File: src/rtl/trace_pkg.sv
// trace_pkg: shared constants and types for the trace snapshot packer.
//   TRACE_W / THREADS       : trace word width and thread count
//   *_LSB / *_W             : bit position and width of each field in a trace word
//   trace_word_t            : one packed thread trace word
//   trace_words_t           : all thread words, thread 0 in the least significant slot
//   snapshot_t              : thread words plus a default-width timestamp
//   pack_trace()            : assembles one trace word from per-thread fields
package trace_pkg;

  localparam int TRACE_W     = 36;
  localparam int THREADS     = 4;
  localparam int DEF_TS_BITS = 16;

  localparam int ACT_LSB  = 0;
  localparam int ACT_W    = 1;
  localparam int PC_LSB   = 1;
  localparam int PC_W     = 8;
  localparam int MREQ_LSB = 9;
  localparam int MREQ_W   = 1;
  localparam int ADDR_LSB = 10;
  localparam int ADDR_W   = 8;
  localparam int DATA_LSB = 18;
  localparam int DATA_W   = 8;
  localparam int LSU_LSB  = 26;
  localparam int LSU_W    = 2;
  localparam int RES_LSB  = 28;
  localparam int RES_W    = 8;

  typedef logic [TRACE_W-1:0] trace_word_t;
  typedef trace_word_t [THREADS-1:0] trace_words_t;

  typedef struct packed {
    trace_words_t           words;
    logic [DEF_TS_BITS-1:0] ts;
  } snapshot_t;

  function automatic trace_word_t pack_trace(
    input logic              act,
    input logic [PC_W-1:0]   pc,
    input logic              mreq,
    input logic [ADDR_W-1:0] addr,
    input logic [DATA_W-1:0] data,
    input logic [LSU_W-1:0]  lsu,
    input logic [RES_W-1:0]  res
  );
    trace_word_t w;
    w                      = '0;
    w[ACT_LSB]             = act;
    w[PC_LSB   +: PC_W]    = pc;
    w[MREQ_LSB]            = mreq;
    w[ADDR_LSB +: ADDR_W]  = addr;
    w[DATA_LSB +: DATA_W]  = data;
    w[LSU_LSB  +: LSU_W]   = lsu;
    w[RES_LSB  +: RES_W]   = res;
    return w;
  endfunction

endpackage

File: src/rtl/trace_fifo.sv
// trace_fifo: parameterized show-ahead synchronous FIFO.
//   clk, reset_n : clock, asynchronous active-low reset (storage zeroed)
//   clear        : synchronous flush of pointers and level
//   push, wdata  : write request; accepted when not full or when popping the same cycle
//   pop          : read request; ignored when empty
//   rdata        : head entry, read straight out of the storage registers
//   full, empty  : occupancy flags
//   level        : number of stored entries
module trace_fifo #(
  parameter int WIDTH = 160,
  parameter int DEPTH = 4,
  localparam int AW = $clog2(DEPTH),
  localparam int LW = AW + 1
) (
  input  logic             clk,
  input  logic             reset_n,
  input  logic             clear,
  input  logic             push,
  input  logic             pop,
  input  logic [WIDTH-1:0] wdata,
  output logic [WIDTH-1:0] rdata,
  output logic             full,
  output logic             empty,
  output logic [LW-1:0]    level
);

  logic [WIDTH-1:0] r_mem [DEPTH];
  logic [AW-1:0]    r_wr_ptr;
  logic [AW-1:0]    r_rd_ptr;
  logic [LW-1:0]    r_level;
  logic             w_do_pop;
  logic             w_do_push;

  assign empty     = (r_level == '0);
  assign full      = (r_level == LW'(DEPTH));
  assign level     = r_level;
  assign rdata     = r_mem[r_rd_ptr];
  assign w_do_pop  = pop && !empty;
  // When full, the write slot is the head being popped this cycle.
  assign w_do_push = push && (!full || w_do_pop);

  always_ff @(posedge clk or negedge reset_n) begin
    if (!reset_n) begin
      for (int unsigned i = 0; i < DEPTH; i++) begin
        r_mem[i] <= '0;
      end
      r_wr_ptr <= '0;
      r_rd_ptr <= '0;
      r_level  <= '0;
    end else if (clear) begin
      r_wr_ptr <= '0;
      r_rd_ptr <= '0;
      r_level  <= '0;
    end else begin
      if (w_do_push) begin
        r_mem[r_wr_ptr] <= wdata;
        r_wr_ptr        <= r_wr_ptr + 1'b1;
      end
      if (w_do_pop) begin
        r_rd_ptr <= r_rd_ptr + 1'b1;
      end
      r_level <= r_level + LW'(w_do_push) - LW'(w_do_pop);
    end
  end

endmodule

File: src/rtl/trace_snapshot_packer.sv
// trace_snapshot_packer: samples per-thread debug signals, packs each thread into
// a 36-bit trace word and queues timestamped 4-word snapshots for a valid/ready consumer.
//   clk, reset_n              : clock, asynchronous active-low reset
//   enable                    : capture enable
//   mode                      : 0 = capture every enabled cycle, 1 = capture on change only
//   clear                     : synchronous flush of FIFO, drop counter and primed flag
//   t_active..t_result        : per-thread debug inputs, thread i in slice i
//   out_valid, out_ready      : head snapshot handshake
//   word0..word3, out_ts      : head snapshot trace words and timestamp
//   fifo_level                : FIFO occupancy
//   drop_count                : snapshots lost to overflow, saturating
module trace_snapshot_packer
  import trace_pkg::*;
#(
  parameter int DEPTH     = 4,
  parameter int TS_BITS   = 16,
  parameter int DROP_BITS = 8
) (
  input  logic                     clk,
  input  logic                     reset_n,
  input  logic                     enable,
  input  logic                     mode,
  input  logic                     clear,
  input  logic [3:0]               t_active,
  input  logic [31:0]              t_pc,
  input  logic [3:0]               t_mem_req,
  input  logic [31:0]              t_addr,
  input  logic [31:0]              t_data,
  input  logic [7:0]               t_lsu,
  input  logic [31:0]              t_result,
  output logic                     out_valid,
  input  logic                     out_ready,
  output logic [35:0]              word0,
  output logic [35:0]              word1,
  output logic [35:0]              word2,
  output logic [35:0]              word3,
  output logic [TS_BITS-1:0]       out_ts,
  output logic [$clog2(DEPTH):0]   fifo_level,
  output logic [DROP_BITS-1:0]     drop_count
);

  localparam int SNAP_W = TRACE_W * THREADS + TS_BITS;

  trace_words_t           w_packed;
  logic [SNAP_W-1:0]      w_head;
  logic                   w_full;
  logic                   w_empty;
  logic                   w_attempt;
  logic                   w_pop;
  logic                   w_push;
  logic                   w_drop;

  logic [TS_BITS-1:0]     r_ts;
  logic                   r_primed;
  trace_words_t           r_last;
  logic [DROP_BITS-1:0]   r_drop;

  always_comb begin
    w_packed = '0;
    for (int unsigned i = 0; i < THREADS; i++) begin
      w_packed[i] = pack_trace(t_active[i], t_pc[8*i +: 8], t_mem_req[i],
                               t_addr[8*i +: 8], t_data[8*i +: 8],
                               t_lsu[2*i +: 2], t_result[8*i +: 8]);
    end
  end

  // An unprimed capturer always fires once so change-only mode has a reference.
  assign w_attempt = enable && !clear && (!mode || !r_primed || (w_packed != r_last));
  assign w_pop     = !w_empty && out_ready;
  assign w_push    = w_attempt && (!w_full || w_pop);
  assign w_drop    = w_attempt && w_full && !w_pop;

  trace_fifo #(
    .WIDTH (SNAP_W),
    .DEPTH (DEPTH)
  ) u_fifo (
    .clk     (clk),
    .reset_n (reset_n),
    .clear   (clear),
    .push    (w_push),
    .pop     (w_pop),
    .wdata   ({w_packed, r_ts}),
    .rdata   (w_head),
    .full    (w_full),
    .empty   (w_empty),
    .level   (fifo_level)
  );

  assign {word3, word2, word1, word0, out_ts} = w_head;
  assign out_valid  = !w_empty;
  assign drop_count = r_drop;

  always_ff @(posedge clk or negedge reset_n) begin
    if (!reset_n) begin
      r_ts     <= '0;
      r_primed <= 1'b0;
      r_last   <= '0;
      r_drop   <= '0;
    end else begin
      r_ts <= r_ts + 1'b1;

      if (!enable || clear) begin
        r_primed <= 1'b0;
      end else if (w_attempt) begin
        r_primed <= 1'b1;
      end

      if (w_attempt) begin
        r_last <= w_packed;
      end

      if (clear) begin
        r_drop <= '0;
      end else if (w_drop && (r_drop != '1)) begin
        r_drop <= r_drop + 1'b1;
      end
    end
  end

endmodule

File: config.mk
export PLATFORM = sky130hd
export DESIGN_NAME = trace_snapshot_packer
export DESIGN_NICKNAME = d
export VERILOG_FILES = /design/src/rtl/trace_pkg.sv /design/src/rtl/trace_fifo.sv /design/src/rtl/trace_snapshot_packer.sv
export SDC_FILE = /design/constraint.sdc
export NUM_CORES = 1
export LEC_CHECK = 0
export CAP_MARGIN = 15
export CELL_PAD_IN_SITES_DETAIL_PLACEMENT = 0
export CELL_PAD_IN_SITES_GLOBAL_PLACEMENT = 1
export CORE_MARGIN = 10
export CORE_UTILIZATION = 35
export DETAILED_ROUTE_END_ITERATION = 10
export PLACE_DENSITY = 0.58
export SYNTH_ARGS = -nofsm -noshare
export SYNTH_HDL_FRONTEND = slang
export SYNTH_SLANG_ARGS = --single-unit
File: constraint.sdc
create_clock -name clk -period 9.3 [get_ports clk]
set_input_delay 0.93 -clock clk [delete_from_list [all_inputs] [get_ports clk]]
set_output_delay 0.93 -clock clk [all_outputs]
set_load 0.02 [all_outputs]
== After elaboration in Yosys (flattened, before gate mapping) ==
Index checks and enable logic that the tools add are counted.

* Bits in registers: 816
* Bits of input ports: 150
* Output and inout bits: 172
* Logic and storage cells: 72

* $add $sub $neg: 6
* $lt $le $gt $ge: 3
* Equal/unequal tests: 3
* Mux-type cells: 15
* Bitwise logic cells: 3
* Reduce and logical (&&, ||, !) cells: 28

{| class="wikitable"
|+ Operators by type and width
! kind !! number
|-
| $bwmux W640 || 1
|-
| $mux W160 || 3
|-
| $bmux W160 S2 || 1
|-
| $demux W160 S2 || 1
|-
| $ne A144 B144 Y1 || 1
|-
| $add A16 B1 Y16 const B || 1
|-
| $mux W8 || 2
|-
| $logic_and A1 B1 Y1 || 10
|-
| $add A8 B1 Y8 const B || 1
|-
| $mux W2 || 4
|-
| $ne A8 B8 Y1 const B || 1
|-
| $reduce_bool A2 Y1 || 4
|-
| $logic_not A1 Y1 || 7
|-
| $ge A3 B3 Y1 const B || 2
|-
| $not A2 Y3 || 2
|-
| $logic_or A1 B1 Y1 || 5
|-
| $add A2 B1 Y2 const B || 2
|-
| $add A3 B1 Y3 || 1
|-
| $eq A3 B3 Y1 const B || 1
|-
| $logic_not A3 Y1 || 1
|-
| $lt A3 B1 Y1 const B || 1
|-
| $mux W3 || 1
|-
| $sub A3 B1 Y3 || 1
|-
| $mux W1 || 2
|-
| other kinds (2) || 2
|}

== Depth between registers and ports, before layout ==
* Depth in word-level cells: 9
* Mapped depth: 13
* Depth with buffers taken out: 12

== Hierarchy ==
A second synthesis with hierarchy kept.

* Cells, all modules: 2306
* Area total of the unflattened synthesis: 36573.8 um^2

{| class="wikitable"
|+ Modules (own cells, without submodules)
! module !! instances !! cells each !! area an instance (um^2) !! sequential area each (um^2)
|-
| trace_fifo || 1 || 1595 || 28038.1 || 16190.5
|-
| trace_snapshot_packer || 1 || 711 || 8535.7 || 4229.1
|}

== Worst setup path after synthesis ==
OpenSTA, ideal clock, no wires.

* Path kind: in2reg
* Start point: in t_data[0]
* End point: reg u_fifo.r_level[1], in the netlist u_fifo.level[1]
* Setup time: 0.072 ns
* Arrival: 3.693 ns
* Required time: 9.228 ns
* Path slack: 5.535 ns
* Stages on the path: 12
* Buffers on the path: 1
* Cells stage by stage: nor2b_1 a2111o_1 or4_1 nor4_1 nand4_1 o21ai_1 buf_2 nor2_1 ha_1 inv_1 fa_1 nor2_1

* Cells in the longest elaborated chain, start to end: 8

{| class="wikitable"
|+ RTL lines
! element !! RTL line !! source
|-
| from (decl) || trace_snapshot_packer.sv:28 || <nowiki>input logic [31:0] t_data,</nowiki>
|-
| $ne A144 B144 Y1 || trace_snapshot_packer.sv:68 || <nowiki>assign w_attempt = enable && !clear && (!mode || !r_primed || (w_packed != r_last));</nowiki>
|-
| $logic_or A1 B1 Y1 || trace_snapshot_packer.sv:68 ||
|-
| $logic_and A1 B1 Y1 || trace_snapshot_packer.sv:68 ||
|-
| $logic_and A1 B1 Y1 || trace_snapshot_packer.sv:70 || <nowiki>assign w_push = w_attempt && (!w_full || w_pop);</nowiki>
|-
| $logic_and A1 B1 Y1 || trace_fifo.sv:40 || <nowiki>assign w_do_push = push && (!full || w_do_pop);</nowiki>
|-
| $add A3 B1 Y3 || trace_fifo.sv:62 || <nowiki>r_level <= r_level + LW'(w_do_push) - LW'(w_do_pop);</nowiki>
|-
| $sub A3 B1 Y3 || trace_fifo.sv:62 ||
|-
| $mux W3 || trace_fifo.sv:50 || <nowiki>end else if (clear) begin</nowiki>
|-
| to (signal assigned) || trace_fifo.sv:62 ||
|-
| to (decl) || trace_fifo.sv:30 || <nowiki>logic [LW-1:0] r_level;</nowiki>
|}

No other way between the ends.
A chain may end at the register's enable or synchronous reset.

== Final worst setup path ==
* Start point: in t_result[11]
* End point: reg u_fifo.r_mem[80] (netlist bit)

* Cells in the longest elaborated chain, start to end: 6

{| class="wikitable"
|+ RTL lines
! element !! RTL line !! source
|-
| from (decl) || trace_snapshot_packer.sv:30 || <nowiki>input logic [31:0] t_result,</nowiki>
|-
| $ne A144 B144 Y1 || trace_snapshot_packer.sv:68 ||
|-
| $logic_or A1 B1 Y1 || trace_snapshot_packer.sv:68 ||
|-
| $logic_and A1 B1 Y1 || trace_snapshot_packer.sv:68 ||
|-
| $logic_and A1 B1 Y1 || trace_snapshot_packer.sv:70 ||
|-
| $logic_and A1 B1 Y1 || trace_fifo.sv:40 ||
|-
| $reduce_and A2 Y1 (no source line) || - ||
|-
| to (signal, indexed assignment) || trace_fifo.sv:56 || <nowiki>r_mem[r_wr_ptr] <= wdata;</nowiki>
|-
| to (decl) || trace_fifo.sv:27 || <nowiki>logic [WIDTH-1:0] r_mem [DEPTH];</nowiki>
|}

No other way between the ends.

==> metrics.txt <==
PortBufs=321; FF+latch count, synth=816; max cap viols=0; most numerous cell in the Yosys netlist=dfrtp_1; fin nets=3003; vias in the first global route=23.65k; largest net degree at the start of global routing=164; core area=103300 sq um; endpoint class of the critical path=flip-flop; clock root buffer=clkbuf_16; Worst Hold Class=in2async; CTS sink cnt=816; worst skew pair latency=0.66 ns; final hold slack=0.2727 ns; part of the cycle the worst path needs=60.49%; initial antenna violation count=12; crit path kind=in2reg; status=finished clean; htree depth=3; largest area contributor in the netlist=dfrtp_1; Initial Util=35.14%; Wirelength per Cell=24.78 um; Max FO, Critical Path=53; CP Buf/Inv Count=2; Avg Inst Size Synth=14.29 sq um; First-pass DRT Iterations=7; crit-path cells=clkdlybuf4s50_1 > nor2b_1 > a2111oi_0 > nand4_1 > nor4_1 > nand4_1 > o21a_4 > nand3_4 > buf_4 > mux2_1; cell family with most CP delay=simple AND/OR/NAND/NOR gates; Synth Instances=2541; endpoints failing setup=0; CTS tree=done; Setup Skew=0.03184 ns; Yosys cell types=48; iteration-0 DRC count of the detailed router=1215; Net Count, Synth=2700; CP startpoint kind=input port; most frequent CP cell=nand4_1; Design Power=13840 uW; async set-reset flop share out of synthesis=100.0%; Crit path required time=9.81 ns; EDFF count, synth=0; Post-CTS Setup Bufs=0; vias per cell=5.070; die width=342.1 um; GPL Wtd Cong=0.8270; antenna viol nets, final=0; Clock Tree Buf Depth=3; predominant post-synthesis flop cell=dfrtp_1; post-synthesis sequential area ratio=56.22%; Reg clk slew, reported paths=0.06 ns; RSZ-0062 raised after global routing=false; CP max-delay cell=buf_4; post-cts sizing count=0; static leakage power=0.01931 uW; total CTS buffers=94; Post-synth top cells=dfrtp_1 (816), mux2_1 (400), nand2_1 (370), mux2_2 (240), mux4_2 (160); Die Ht=342.1 um; layout cell share with drive strength beyond 1=20.44%; synth top area cells=dfrtp_1 (56%), mux2_1 (12%), mux4_2 (9.9%); worst slew pin tran=1.305 ns; Worst slew margin=12.98%; Post-CTS Hold Fix Bufs=0; area grow syn2layout=20.96%; Synth warnings=0; I/O pin cnt=322; setup TNS=0 ns; first-pass GRT wire length=160.1 mm; worst vdd ir=0.1897 mV; Vias=21.83k; Fmax=177.7 MHz; Overflow after GRT=0; die area=117100 sq um; Netlist Area Pre-Place=36320 sq um; Overall Global Routing Usage=18.13%; Power Dens Cells=315.1 nW/um^2; Data arrival, critical path=6.14 ns; fin crit period=5.626 ns; max-slew violations=0; Detailed Route WL=106.7 mm; Synth top area share=56.22%; # rows=118; Critical Path Max Stage Delay=0.80 ns; DRC Markers=0; hpwl dp=72.20 mm; final hold violations=0
[path summary, 6_finish.rpt]
check                                            start                              to  slack, ns  cells after the start
worst max-delay path                      t_result[11]    u_fifo.r_mem[80]$_DFFE_PN0P_       3.67                     10
worst min-delay path                           reset_n    u_fifo.r_mem[50]$_DFFE_PN0P_       0.27                      1
worst max register to register  r_last[67]$_DFFE_PN0P_    u_fifo.r_mem[80]$_DFFE_PN0P_       4.20                      9
worst min register to register   r_last[5]$_DFFE_PN0P_           r_last[5]$_DFFE_PN0P_       0.48                      2
max in group asynchronous                      reset_n  u_fifo.r_rd_ptr[0]$_DFFE_PN0P_       6.60                      3
min in group clk                 r_last[5]$_DFFE_PN0P_           r_last[5]$_DFFE_PN0P_       0.48                      2
[stage by stage]
stage	util [%]	instances	instance area (sq um)	setup WS (ns)
6_report	42.51	4305	43930	3.674
5_1_grt	42.51	4304	43930	3.571
4_1_cts	42.50	4301	43920	3.534
3_5_place_dp	39.39	4128	40710	2.858
3_3_place_gp	39.39	4128	40710	2.890
2_1_floorplan	-	2541	36320	5.535
[sequential cells by signal, summed over array words and instances, names as in the netlist]
register         count
drop_count           8
r_primed             1
r_last             144
u_fifo.level         3
u_fifo.r_rd_ptr      2
u_fifo.r_mem       640
u_fifo.r_wr_ptr      2
r_ts                16
[report_power, final]
| part | internal, uW | total [uW] | switching, uW |
|---|---|---|---|
| combinational | 2450 | 4550 | 2100 |
| clock | 2310 | 3820 | 1510 |
| sequential | 4790 | 5480 | 682 |
[cell families after synthesis]
| kind of cell | Yosys count | share of synthesized area, % |
|---|---|---|
| simple gates | 523 | 6.411 |
| buf+inv | 193 | 3.042 |
| compound gates | 101 | 1.840 |
| flops | 816 | 56.22 |
| mux | 801 | 29.79 |
| xor+xnor | 98 | 2.363 |
| fa+ha+maj | 9 | 0.3307 |
[layer usage]
| metal | wire length [um] | GRT usage, % | vias to the layer above |
|---|---|---|---|
| li1 | - | - | 9679 |
| met1 | 45540 | 23.28 | 11593 |
| met2 | 53190 | 30.63 | 421 |
| met3 | 5692 | 4.307 | 123 |
| met4 | 2188 | 4.430 | 10 |
| met5 | 57 | 0 | - |
[layout make-up]
class / instances / area, sq um
Clock inverter: 36 / 445.4
Sequential cell: 816 / 20430
Antenna cell: 4 / 10.01
Fill cell: 9453 / 59420
Timing Repair Buffer: 351 / 3531
Tap cell: 1380 / 1727
Multi-Input combinational cell: 1532 / 14840
Inverter: 49 / 183.9
Clock buffer: 137 / 2765
[placed cells by master, fill, tap and decap left out, types with 49 or more instances in the layout]
cell type	Yosys	layout
clkdlybuf4s50_1	0	320
clkbuf_16	0	95
dfrtp_1	816	814
nor2b_1	53	53
xor2_1	61	61
nand2_1	370	370
mux2_1	400	400
mux2_2	240	240
inv_1	49	49
mux4_2	160	160
Power figures use the tool's default switching activity.
